[src/rtl/fixed_float_converter.sv]
// Registered, independent float32 <-> Q2.FRAC_BITS converters for the CORDIC datapath boundary.
// Each direction has one cycle of latency, and its output holds when its input valid is low.
module fixed_float_converter #(
  parameter int FRAC_BITS = 20
) (
  input  logic                   clk,
  input  logic                   rst_n,
  input  logic [31:0]            fl_in,
  input  logic                   fl_in_valid,
  input  logic [FRAC_BITS+1:0]   f_in,
  input  logic                   f_in_valid,
  output logic [FRAC_BITS+1:0]   f_out,
  output logic                   f_out_valid,
  output logic [31:0]            fl_out,
  output logic                   fl_out_valid
);

  localparam int W = FRAC_BITS + 2;

  // The significand {1,m} has weight 2^(e-150). Shifting right by (150-FRAC_BITS-e)
  // puts 2^-FRAC_BITS at the LSB and truncates the bits below it.
  function automatic logic [W-1:0] float_to_fixed(input logic [31:0] fl);
    logic [7:0]  e;
    logic [23:0] sig;
    logic [W-1:0] mag;
    int sh;
    e   = fl[30:23];
    sig = {1'b1, fl[22:0]};
    mag = '0;
    sh  = 0;
    float_to_fixed = '0;
    if (e == 8'd0 || (e == 8'hFF && fl[22:0] != 23'd0)) begin
      float_to_fixed = '0;
    end else if (e >= 8'd128) begin
      float_to_fixed = fl[31] ? {1'b1, {(W-1){1'b0}}} : {1'b0, {(W-1){1'b1}}};
    end else begin
      sh  = 150 - FRAC_BITS - int'(e);
      mag = W'(sig >> sh);
      float_to_fixed = fl[31] ? -mag : mag;
    end
  endfunction

  // The most negative code negates to itself, which reads correctly as the unsigned magnitude 2^(W-1).
  function automatic logic [31:0] fixed_to_float(input logic [W-1:0] f);
    logic [W-1:0]  mag;
    logic [W+22:0] aligned;
    int p;
    mag = f[W-1] ? -f : f;
    p = 0;
    for (int i = 0; i < W; i++) begin
      if (mag[i]) p = i;
    end
    aligned = {mag, 23'd0} >> p;
    if (f == '0) fixed_to_float = 32'd0;
    else fixed_to_float = {f[W-1], 8'(127 + p - FRAC_BITS), aligned[22:0]};
  endfunction

  always_ff @(posedge clk or negedge rst_n) begin
    if (!rst_n) begin
      f_out        <= '0;
      f_out_valid  <= 1'b0;
      fl_out       <= '0;
      fl_out_valid <= 1'b0;
    end else begin
      f_out_valid  <= fl_in_valid;
      fl_out_valid <= f_in_valid;
      if (fl_in_valid) f_out  <= float_to_fixed(fl_in);
      if (f_in_valid)  fl_out <= fixed_to_float(f_in);
    end
  end

endmodule

[config.mk]
export PLATFORM = sky130hd
export DESIGN_NAME = fixed_float_converter
export DESIGN_NICKNAME = d
export VERILOG_FILES = /design/src/rtl/fixed_float_converter.sv
export SDC_FILE = /design/constraint.sdc
export NUM_CORES = 1
export LEC_CHECK = 0
export BUFFER_PORTS_ARGS = -buffer_cell sky130_fd_sc_hd__buf_2
export CORE_MARGIN = 10
export CORE_UTILIZATION = 35
export CTS_BUF_LIST = sky130_fd_sc_hd__clkbuf_4
export CTS_CLUSTER_SIZE = 28
export DETAILED_ROUTE_END_ITERATION = 10
export PLACE_DENSITY = 0.56
export SYNTH_ARGS = -nofsm -noshare
export SYNTH_HDL_FRONTEND = slang
export SYNTH_SLANG_ARGS = --single-unit
export TNS_END_PERCENT = 1
[constraint.sdc]
create_clock -name clk -period 1.2 [get_ports clk]
set_input_delay 0.24 -clock clk [delete_from_list [all_inputs] [get_ports clk]]
set_output_delay 0.24 -clock clk [all_outputs]
set_load 0.03 [all_outputs]
* Word-level counts from Yosys, hierarchy flattened *
Index checks and enable logic that the tools add are counted.

cells by class
  add/sub/neg operators = 5
  $lt $le $gt $ge = 1
  equality and inequality tests = 1
  shift operators = 2
  mux-type cells = 28
  reduce and logical (&&, ||, !) cells = 5

operator list
  kind                                                                 number
  32-bit 2-to-1 mux                                                    22
  22-bit 2-to-1 mux                                                    5
  45-bit by 32-bit >> shifter with 23-bit output                       1
  22-bit negator                                                       2
  24-bit by 32-bit >> shifter with 22-bit output                       1
  23-bit nonzero test                                                  1
  22-bit logical NOT                                                   1
  8-bit by 8-bit subtractor with 9-bit output (first input constant)   1
  8-bit adder (first input constant)                                   1
  8-bit == test (second input constant)                                1
  8-bit greater-or-equal comparator (second input constant)            1
  8-bit logical NOT                                                    1
  8-bit by 6-bit subtractor with 8-bit output (second input constant)  1
  1-bit logical AND                                                    1
  1-bit logical OR                                                     1
  1-bit 2-to-1 mux                                                     1

storage, ports and cells
  flip-flop bits (word level) = 56
  input port bits = 58
  output and inout port bits = 56
  word-level logic and storage cells = 46

* Logic depth before layout (Yosys ltp) *
  depth in word-level cells = 27
  depth in mapped cells = 21
  depth with buffers taken out = 16

* Worst setup path after synthesis *
OpenSTA, ideal clock, no wires.

  kind = input port to flip-flop
  start = input fl_in[23]
  end = register f_out[8]
  library setup time = 126 ps
  arrival = 4,487 ps
  data required time = 1,074 ps
  slack = -3,413 ps
  stages on the path = 17
  buffers on the path = 6
  cells stage by stage = buf_2 clkinv_1 ha_1 buf_4 buf_4 buf_6 buf_2 mux4_2 mux4_2 o211ai_1 ha_1 nand2_1 or4_1 buf_2 or3b_2 o31ai_1 o2bb2ai_1

between the ends
  longest elaborated chain between the ends = 6
  elaborated cells on any way between the ends = 11
  classes of those cells = add/sub (2); order compare (1); eq/ne (1); shift (1); mux (3); reduce/logical (3)

RTL lines
  what                                            RTL line  text
  start, declared                                 8         input logic [31:0] fl_in,
  8-bit by 8-bit subtractor with 9-bit output     37        sh = 150 - FRAC_BITS - int'(e);
  24-bit by 32-bit >> shifter with 22-bit output  38        mag = W'(sig >> sh);
  22-bit negator                                  39        float_to_fixed = fl[31] ? -mag : mag;
  22-bit 2-to-1 mux                               39
  22-bit 2-to-1 mux                               34        end else if (e >= 8'd128) begin
  22-bit 2-to-1 mux *                             32        if (e == 8'd0 || (e == 8'hFF && fl[22:0] != 23'd0)) begin
  end signal, assigned                            67        if (fl_in_valid) f_out <= float_to_fixed(fl_in);
  end, declared                                   12        output logic [FRAC_BITS+1:0] f_out,

Every way passes the cells marked *; elsewhere a longest branch is shown, timed or not.
A chain may end at the register's enable or synchronous reset.

* Final worst setup path *
Ends and elaborated chain as after synthesis.

==> summary.md <==
| Metric | Value |
|---|---|
| Residual DRC | `0` |
| Finish-stage setup viols | `98` |
| Pwr dens | `911 nW/um2` |
| CTS max path bufs | `2` |
| Total congestion overflow | `0` |
| Max frequency | `0.306 GHz` |
| Setup CP Type | `primary input to register` |
| CTS buffer count | `5` |
| Worst EP required | `1520 ps` |
| Hold Startpoint | `f_in_valid` |
| CTS Root Buffer Type | `clkbuf_4` |
| Async SR Flop Fraction | `100%` |
| Flip-flop and latch count after synthesis | `56` |
| Status | `complete, but fails checks` |
| Worst clock skew | `0 ps` |
| Fraction of layout instances using a drive strength above 1 | `48.4%` |
| Post-synthesis sequential area ratio | `20.8%` |
| Setup crit end | `f_out[8]` |
| DR vias/cell | `5.46` |
| Die Footprint | `25200 um2` |
| Layout Cells excl Fill | `1492` |
| Largest net degree at the start of global routing | `34` |
| Input/output buffers | `113` |
| Fin area | `11000 um2` |
| CTS tree | `built` |
| Critical path startpoint category | `primary input` |
| Pre-antenna DRT Iters | `6` |
| Synth Instances | `825` |
| Leakage | `0.00495 uW` |
| Worst-margin pin slew | `693 ps` |
| Setup TNS | `-93020 ps` |
| Dpl hpwl | `21.7 mm` |
| RSZ-0062 raised after global routing | `true` |
| # fillers | `1726` |
| Mapped cell area | `6740 um2` |
| Reg2reg start | `fl_out[21]` |
| First-pass GRT wire length | `43.1 mm` |
| Worst setup margin | `-2070 ps` |
| Ys Warns | `0` |
| I/O pins | `114` |
| Cell variety after synth | `92` |
| CORE AREA | `18800 um2` |
| Hold Vio Cnt, Final | `0` |
| Peak supply drop | `0.396 mV` |
| WL final | `26.7 mm` |
| Reg-to-reg slack, setup | `90 ps` |
| CTS clk-pin slew, worst paths | `180 ps` |
| Setup crit end kind | `register` |
| Fin nets | `1292` |
| Starting Density | `35.8%` |
| Failing checks | `negative setup slack` |
| Iteration-0 DRC count of the detailed router | `594` |
| Tot GR Track Use | `20.1%` |
| Setup crit start | `fl_in[23]` |
| Tcrit/Tclk final | `273%` |
| Initial antenna violation count | `2` |
| Primary FF master, synth | `dfrtp_1` |
| Max-slew violations | `0` |
| Hold Crit Class | `primary input to register` |
| Dpl cell area | `9890 um2` |
| Clk Latency, worst-skew pair | `390 ps` |
| Post-synth EDFFs | `0` |
| Via count | `8141` |
| Rows | `50` |
| DIE WIDTH | `159 um` |
| Critical Path AT | `3590 ps` |
| Max-slew headroom | `53.6%` |
| Routability Congestion | `0.937` |
| Placed Cells incl. Taps | `1467` |
| CP Max Fanout | `6` |
| CTS sink cnt | `56` |
| R2r endpoint | `fl_out[21]` |
| Syn nets | `888` |
| Die Ht | `159 um` |
| Synthesis-to-finish area growth | `62.9%` |
| Vias in the first global route | `7933` |
| Max-Cap Viols | `0` |
| Final total power | `10000 uW` |
| R2R cell count | `2` |
| WL/cell | `17.9 um` |
| Avg Cell Area, Syn | `8.17 um2` |
| Final min period | `3270 ps` |
| H-tree levels | `2` |
| Routed Antenna Nets | `0` |
-- through the flow --
| stage | hold slack [ps] | worst slack, ps | util, % |
|---|---|---|---|
| 2_1_floorplan | -55.6 | -2910 | - |
| 6_report | 139 | -2070 | 58.3 |
| 3_3_place_gp | 137 | -2770 | 52.5 |
| 4_1_cts | 121 | -2050 | 56.7 |
| 5_1_grt | 119 | -2180 | 58.3 |
| 3_5_place_dp | 137 | -2880 | 52.5 |
-- worst max-delay path, cell delays in order --
cell and delay, ps:
buf_12 90, clkinv_8 40, ha_4 300, buf_6 130, mux4_2 490, mux4_2 480
o211ai_1 240, ha_2 230, nand2_2 60, or4_4 560, or3b_4 430, o31ai_2 210
o2bb2ai_1 80
-- worst min path at each step --
stage,end,slack (ps),cells after the start
after floorplan,f_out[0],-60,0
after global placement,f_out[8],140,1
after detailed placement,f_out[8],140,1
after CTS,fl_out_valid,120,2
after global routing,fl_out_valid,120,2
final,fl_out_valid,140,2
-- routing by layer --
layer  routed length (um)  GRT usage [%]  vias to the layer above
met3                 1650           3.02                       29
li1                     -              -                     3991
met5                    0              0                        -
met4                  378           3.91                        0
met2                11800           31.0                      304
met1                12800           29.0                     3817
-- synth_stat cells, types with 16 or more instances --
cell type | number | share of area, %
a21oi_1 | 37 | 2.7
nand3_1 | 16 | 1.2
nor3_1 | 24 | 1.8
nor2_1 | 77 | 4.3
xnor2_1 | 23 | 3.0
mux2i_1 | 54 | 8.0
dfrtp_1 | 56 | 21
nand2_1 | 64 | 3.6
o2bb2ai_1 | 18 | 2.3
clkbuf_1 | 31 | 1.7
xor2_1 | 16 | 2.1
inv_1 | 28 | 1.6
o21ai_0 | 50 | 3.7
o31ai_1 | 17 | 1.9
mux4_2 | 16 | 5.3
-- final cells by class --
cell class                      count  area (um2)  area share, %
Multi-Input combinational cell    681        5420           49.4
Timing Repair Buffer              454        3630           33.1
Sequential cell                    56        1400           12.8
Tap cell                          260         325           2.96
Inverter                           31         134           1.22
Clock buffer                        5        37.5          0.342
Clock inverter                      3        27.5          0.251
Antenna cell                        2        5.00         0.0456
-- registers in the layout (all words and copies together), names as in the netlist --
register / count
f_out: 22
fl_out_valid: 1
fl_out: 32
f_out_valid: 1
-- power by group --
part / internal, uW / switching [uW] / total, uW / leakage (uW)
Sequential: 2190 / 265 / 2460 / 0.000691
Combinational: 3300 / 3310 / 6600 / 0.00422
Clock: 247 / 690 / 938 / 0.0000333
-- cell usage in the layout, fill, tap and decap left out, types with 12 or more instances in the layout --
master	count
mux2i_1	35
xor2_1	15
mux4_2	16
nand3_1	14
o21ai_0	45
dfrtp_1	56
buf_2	55
o31ai_1	13
nor2_1	74
inv_1	27
nor3_1	22
mux2i_2	15
xnor2_1	22
o211ai_1	12
o2bb2ai_1	16
buf_4	324
buf_6	65
nand2_1	62
a21oi_1	34
-- kinds of logic (layout without fill, tap and decap cells) --
kind of cell	count (synthesis)	count (layout)	synth area share (%)
other	0	2	0
AND/OR/NAND/NOR	285	285	21.8
multiplexers	86	86	16.1
AO/OA/AOI/OAI	266	266	29.2
flip-flops	56	56	20.8
buffers and inverters	88	493	6.09
XOR/XNOR	39	39	5.07
adder cells (fa/ha/maj)	5	5	0.928
-- repair_timing --
action                                 4_1_cts  5_1_grt
setup buffers                               10        2
endpoints found under the hold margin       56        0
setup endpoints to repair                  106      106
pin swaps                                   17       12
cloned                                       0        2
hold buffers                                 1        0
resized for setup                          174       51
Power figures use the tool's default switching activity.
